File: src/rtl/video_vram_arbiter.sv
`default_nettype none
// +----------------------------------------------------------------------------+
// | Module   : video_vram_arbiter                                              |
// | Purpose  : Owns the PPU cart/VRAM bus and shares it between the render     |
// |            fetch sequencer (priority) and host PPUDATA accesses. Each      |
// |            transaction is IDLE -> RD_WAIT|WR -> DONE -> IDLE.              |
// | Ports    : I_clock/I_reset        clock, synchronous active-high reset     |
// |            I_render_req/addr      level request, held until O_render_ack   |
// |            O_render_ack/data      ack pulse, read data (held)              |
// |            I_host_req/wren/addr/data  one-cycle host access request        |
// |            O_host_busy/done/data  pending flag, done pulse, read data      |
// |            O_cart_addr/wren/data, I_cart_data   cart bus                   |
// | Options  : VIDEO_ARB_STARVE_GUARD_EN - after P_max_wait cycles of waiting  |
// |            the host wins the next grant even if render is requesting.      |
// | Revision : 1.0 - initial release                                           |
// +----------------------------------------------------------------------------+
module video_vram_arbiter #(
  parameter int P_addr_bits  = 14,
  parameter int P_rd_latency = 1,
  parameter int P_max_wait   = 8
) (
  input  logic                   I_clock,
  input  logic                   I_reset,
  input  logic                   I_render_req,
  input  logic [P_addr_bits-1:0] I_render_addr,
  output logic                   O_render_ack,
  output logic [7:0]             O_render_data,
  input  logic                   I_host_req,
  input  logic                   I_host_wren,
  input  logic [P_addr_bits-1:0] I_host_addr,
  input  logic [7:0]             I_host_data,
  output logic                   O_host_busy,
  output logic                   O_host_done,
  output logic [7:0]             O_host_data,
  output logic [P_addr_bits-1:0] O_cart_addr,
  output logic                   O_cart_wren,
  input  logic [7:0]             I_cart_data,
  output logic [7:0]             O_cart_data
);

  localparam logic [1:0] S_IDLE    = 2'd0;
  localparam logic [1:0] S_RD_WAIT = 2'd1;
  localparam logic [1:0] S_WR      = 2'd2;
  localparam logic [1:0] S_DONE    = 2'd3;

  localparam logic [1:0] C_LAT_LAST = 2'(P_rd_latency - 1);
  localparam logic [3:0] C_MAX_WAIT = 4'(P_max_wait);
`ifdef VIDEO_ARB_STARVE_GUARD_EN
  localparam logic C_GUARD_EN = 1'b1;
`else
  localparam logic C_GUARD_EN = 1'b0;
`endif

  logic [1:0]             state_q, state_d;
  logic                   owner_host_q, owner_host_d;
  logic [1:0]             lat_cnt_q, lat_cnt_d;
  logic                   busy_q, busy_d;
  logic                   h_wren_q, h_wren_d;
  logic [P_addr_bits-1:0] h_addr_q, h_addr_d;
  logic [7:0]             h_data_q, h_data_d;
  logic [P_addr_bits-1:0] cart_addr_q, cart_addr_d;
  logic                   cart_wren_q, cart_wren_d;
  logic [7:0]             cart_wdata_q, cart_wdata_d;
  logic [7:0]             render_data_q, render_data_d;
  logic [7:0]             host_data_q, host_data_d;
  logic [3:0]             wait_q, wait_d;

  logic w_idle;
  logic w_starve;
  logic w_host_first;
  logic w_grant_render;
  logic w_grant_host;
  logic w_lat_last;
  logic w_host_done;
  logic w_host_active;
  logic w_busy;

  // The wait counter always runs; it only steers arbitration when the guard
  // is compiled in.
  assign w_starve       = C_GUARD_EN && (wait_q >= C_MAX_WAIT);
  assign w_idle         = (state_q == S_IDLE);
  assign w_host_first   = busy_q && (!I_render_req || w_starve);
  assign w_grant_render = w_idle && I_render_req && !w_host_first;
  assign w_grant_host   = w_idle && w_host_first;
  assign w_lat_last     = (lat_cnt_q == C_LAT_LAST);
  assign w_host_done    = (state_q == S_DONE) && owner_host_q;
  assign w_host_active  = !w_idle && owner_host_q;
  // Busy drops in the DONE cycle so a new host request can be taken there.
  assign w_busy         = busy_q && !w_host_done;

  // State register and datapath flops
  always_ff @(posedge I_clock) begin
    if (I_reset) begin
      state_q       <= S_IDLE;
      owner_host_q  <= 1'b0;
      lat_cnt_q     <= '0;
      busy_q        <= 1'b0;
      h_wren_q      <= 1'b0;
      h_addr_q      <= '0;
      h_data_q      <= '0;
      cart_addr_q   <= '0;
      cart_wren_q   <= 1'b0;
      cart_wdata_q  <= '0;
      render_data_q <= '0;
      host_data_q   <= '0;
      wait_q        <= '0;
    end else begin
      state_q       <= state_d;
      owner_host_q  <= owner_host_d;
      lat_cnt_q     <= lat_cnt_d;
      busy_q        <= busy_d;
      h_wren_q      <= h_wren_d;
      h_addr_q      <= h_addr_d;
      h_data_q      <= h_data_d;
      cart_addr_q   <= cart_addr_d;
      cart_wren_q   <= cart_wren_d;
      cart_wdata_q  <= cart_wdata_d;
      render_data_q <= render_data_d;
      host_data_q   <= host_data_d;
      wait_q        <= wait_d;
    end
  end

  // Next-state logic
  always_comb begin
    state_d = state_q;
    case (state_q)
      S_IDLE: begin
        if (w_grant_render)    state_d = S_RD_WAIT;
        else if (w_grant_host) state_d = h_wren_q ? S_WR : S_RD_WAIT;
      end
      S_RD_WAIT: if (w_lat_last) state_d = S_DONE;
      S_WR:      state_d = S_DONE;
      S_DONE:    state_d = S_IDLE;
      default:   state_d = S_IDLE;
    endcase
  end

  // Datapath next values
  always_comb begin
    owner_host_d  = owner_host_q;
    lat_cnt_d     = lat_cnt_q;
    busy_d        = busy_q;
    h_wren_d      = h_wren_q;
    h_addr_d      = h_addr_q;
    h_data_d      = h_data_q;
    cart_addr_d   = cart_addr_q;
    cart_wren_d   = 1'b0;
    cart_wdata_d  = cart_wdata_q;
    render_data_d = render_data_q;
    host_data_d   = host_data_q;
    wait_d        = wait_q;

    if (w_grant_render || w_grant_host) begin
      owner_host_d = w_grant_host;
      lat_cnt_d    = '0;
      cart_addr_d  = w_grant_host ? h_addr_q : I_render_addr;
    end
    // The strobe is registered so it is high exactly during the WR state.
    if (w_grant_host && h_wren_q) begin
      cart_wren_d  = 1'b1;
      cart_wdata_d = h_data_q;
    end

    if (state_q == S_RD_WAIT) begin
      lat_cnt_d = lat_cnt_q + 2'd1;
      if (w_lat_last) begin
        if (owner_host_q) host_data_d   = I_cart_data;
        else              render_data_d = I_cart_data;
      end
    end

    if (w_host_done) busy_d = 1'b0;
    // Capture after the clear so a request in the DONE cycle is kept.
    if (I_host_req && !w_busy) begin
      busy_d   = 1'b1;
      h_wren_d = I_host_wren;
      h_addr_d = I_host_addr;
      h_data_d = I_host_data;
    end

    if (w_grant_host)
      wait_d = '0;
    else if (busy_q && !w_host_active && (wait_q != 4'hF))
      wait_d = wait_q + 4'd1;
  end

  // Outputs; pulses and busy are masked by reset so an aborted transaction
  // never reports completion.
  always_comb begin
    O_render_ack  = !I_reset && (state_q == S_DONE) && !owner_host_q;
    O_host_done   = !I_reset && w_host_done;
    O_host_busy   = !I_reset && w_busy;
    O_render_data = render_data_q;
    O_host_data   = host_data_q;
    O_cart_addr   = cart_addr_q;
    O_cart_wren   = cart_wren_q;
    O_cart_data   = cart_wdata_q;
  end

endmodule
`default_nettype wire
File: config.mk
export PLATFORM = sky130hd
export DESIGN_NAME = video_vram_arbiter
export DESIGN_NICKNAME = d
export VERILOG_FILES = /design/src/rtl/video_vram_arbiter.sv
export SDC_FILE = /design/constraint.sdc
export NUM_CORES = 1
export LEC_CHECK = 0
export ABC_AREA = 1
export CAP_MARGIN = 25
export CORE_MARGIN = 2
export CORE_UTILIZATION = 45
export DETAILED_ROUTE_END_ITERATION = 8
export PLACE_DENSITY = 0.79
export SKIP_CTS_REPAIR_TIMING = 1
export SYNTH_ARGS = -nofsm -noshare
export SYNTH_HDL_FRONTEND = slang
export SYNTH_SLANG_ARGS = --single-unit
export TNS_END_PERCENT = 5
File: constraint.sdc
create_clock -name I_clock -period 1.5 [get_ports I_clock]
set_input_delay 0.3 -clock I_clock [delete_from_list [all_inputs] [get_ports I_clock]]
set_output_delay 0.3 -clock I_clock [all_outputs]
set_load 0.1 [all_outputs]
==> results_dict.tcl, run 1 <==
set metrics [dict create \
    status "complete, but fails checks" \
    violations "negative setup slack" \
    wl_per_cell_um 12.9 \
    worst_pin_slew_ns 0.286 \
    path_buf_inv 1 \
    start_util_pct 46.6 \
    post-dp-hpwl_um 5180 \
    synthSimpleGateAreaFrac_pct 31.9 \
    fp.dieW_um 82.3 \
    h-tree-depth 3 \
    worstPathRequired_ns 1.20 \
    cts_tree "built" \
    num-nets-final 539 \
    synthAdderAreaFrac_pct 1.82 \
    syn-instance-count 384 \
    design.die.area_sq_um 6770 \
    crit_path_max_incr_delay_ns 0.35 \
    numPortBuffers 90 \
    clk_pin_slew_worst_paths_ns 0.07 \
    crit_path_start "state_q[0]" \
    grt_usage_pct 23.0 \
    crit_chain "ha_4, nand2_4, nand2_4, nor2_4, buf_12" \
    syn2layout_area_growth_pct 64.0 \
    drcViolationCount 0 \
    ys_seq_area_share_pct 49.4 \
    ant_nets 0 \
    power_mw 7.65 \
    grt_max_degree 25 \
    cp_max_fo 3 \
    r2r_slack_ns 0.07 \
    layout_setup_ws_ns -0.109 \
    syn_area_sq_um 2760 \
    yosys_warnings 0 \
    vias 2760 \
    cts_num_sinks 68 \
    hold_viol 0 \
    path_delay_family "flip-flops" \
    synth_compound_area_share_pct 8.26 \
    fillCellCount 427 \
    final.setup.tns_ns -0.235 \
    yosysUniqueCellTypes 21 \
    coreArea_sq_um 5920 \
    crit_top_cell "nand2_4" \
    clk_path_buf_depth 2 \
    worst-path-stages 5 \
    drive_above_1_share_pct 19.3 \
    setup_viol 3 \
    multi_input_area_sq_um 1210 \
    fin_crit_sh_pct 107 \
    r2r-end "O_render_data[2]" \
    r2r-start "state_q[1]" \
    drt-total-wl_um 7290 \
    cts-buffers-inserted 9 \
    fin_crit_ns 1.61 \
    powerDensity_nw_per_um2 1690 \
    max-slew-margin-rel_pct 80.9 \
    yosys.area_share.xor_xnor_pct 0 \
    min_path_type "in -> reg" \
    p_leak_nw 2.11 \
    finClkSkew_ns 0.00940 \
    slew_viol_final 0 \
    reg2regPathDepth 7 \
    end_kind "output pin" \
    syn_avg_cell_area_sq_um 7.18 \
    num_rows 28 \
    grt-ovfl-total 0 \
    drt_pass1_iterations 4 \
    path_class "reg -> out" \
    clock-root-buffer "clkbuf_8" \
    clk-insertion-delay-late_ns 0.34 \
    viasPerCell 4.88 \
    synth_seq_cells 68 \
    ios 91 \
    initialDrtViolationCount 148 \
    synth_nets 437 \
    critPathCapture "O_host_busy" \
    antenna_found_initial 0 \
    muxShareOfSynthArea_pct 0 \
    antenna_cells 0 \
    grt_setup_unrepaired "true" \
    start_kind "flip-flop" \
    drv_cap 0 \
    fmax_ghz 0.621 \
    irDropWorstVdd_v 0.00170 \
    grt_pass1_wl_um 11700 \
    crit_arrival_ns 1.31 \
    cp_slowest_cell "dfxtp_2" \
    first_global_vias 2661 \
    area.sequential_sq_um 1360 \
    die_h_um 82.3 \
    synth_top_family_by_area "simple AND/OR/NAND/NOR gates" \
    globalplace.congestion 0.775 \
]
==> worst min-delay path: stages <==
cell and delay (ns):
dlymetal6s2s_1 0.17, buf_4 0.19, a21oi_1 0.04
==> worst min-delay path by stage <==
stage / start / to / cells past startpoint
after floorplan: I_reset / busy_q / 1
after global placement: lat_cnt_q[0] / lat_cnt_q[0] / 1
after detailed placement: lat_cnt_q[0] / lat_cnt_q[0] / 1
after CTS: lat_cnt_q[0] / lat_cnt_q[0] / 1
after global routing: I_reset / lat_cnt_q[1] / 3
final: I_reset / lat_cnt_q[1] / 3
==> synthesized netlist by cell type (all sizes together) <==
cell type / count / share of area, %
nand2: 76 / 11
a21oi: 3 / 0.54
a211oi: 1 / 0.27
nor2: 105 / 15
nand3: 31 / 5.6
dfxtp: 68 / 49
inv: 38 / 5.2
clkbuf: 4 / 0.59
o21ai: 41 / 7.4
ha: 4 / 1.8
nand4: 1 / 0.23
buf: 12 / 2.9
==> per-stage QoR <==
step                setup WS [ns]  hold WS [ns]  cells  util, %  area [sq um]
global route               -0.165         0.412    566     76.3          4520
finish                     -0.109         0.409    566     76.3          4520
detailed placement        -0.0685         0.459    550     72.1          4270
global placement          -0.0553         0.437    550     72.1          4270
floorplan                  -0.160         0.369    384        -          2770
CTS                        -0.284         0.468    566     75.6          4470
==> sequential cells by signal, summed over array words and instances (netlist names), 2 cells and up <==
name and cells:
O_cart_addr 14, h_addr_q 14, O_cart_data 8, O_host_data 8, O_render_data 8, h_data_q 8
lat_cnt_q 2, state_q 2
==> layout by cell type, fill, tap and decap left out, types with 2 or more instances in the layout <==
cell / netlist / routed
a21oi_1: 3 / 3
buf_12: 0 / 46
buf_4: 3 / 13
clkbuf_8: 0 / 11
clkdlybuf4s50_1: 0 / 47
clkinv_2: 0 / 2
dfxtp_1: 68 / 66
dfxtp_2: 0 / 2
ha_2: 0 / 2
inv_1: 36 / 33
inv_2: 2 / 4
nand2_1: 72 / 70
nand2_2: 2 / 2
nand2_4: 2 / 4
nand3_1: 31 / 31
nor2_1: 103 / 99
nor2_2: 1 / 2
nor2_4: 0 / 3
o21ai_0: 41 / 41
==> kinds of logic after synthesis <==
family / count (synthesis)
AOI/OAI and AO/OA: 45
adders and majority gates: 4
DFF: 68
buffers and inverters: 54
and+or+nand+nor: 213
==> routing by layer <==
layer | up-vias | share of wire [%] | GRT usage (%)
met5 | - | 0 | 0
met4 | 0 | 1.9 | 9.33
met3 | 14 | 7.4 | 7.28
met2 | 91 | 52 | 41.0
met1 | 1262 | 39 | 25.1
li1 | 1393 | - | -
==> final cells by class <==
type	count	share of cell area, %
clock buffer	12	3.43
clock inverter	4	1.05
inverter	38	3.16
multi-input combinational	262	26.9
sequential	68	30.2
tap	75	2.08
timing repair buffer	107	33.2
==> power by group <==
group | internal (mW) | switching (mW)
Clock | 0.853 | 0.655
Combinational | 1.32 | 2.40
Sequential | 2.12 | 0.302
No activity file was read; power rests on OpenSTA's default activity.
==> run 2, diff against run 1 <==
- SLEW_MARGIN: not set -> 20
==> results of run 2 <==
Same layout as run 1: the final DEF is identical, and so are final timing and power.
==> run 3, diff against run 2 <==
- ABC_CLOCK_PERIOD_IN_PS: not set -> 1500
- CAP_MARGIN: 25 -> 20
==> results of run 3 <==
Same layout as run 1: the final DEF is identical, and so are final timing and power.
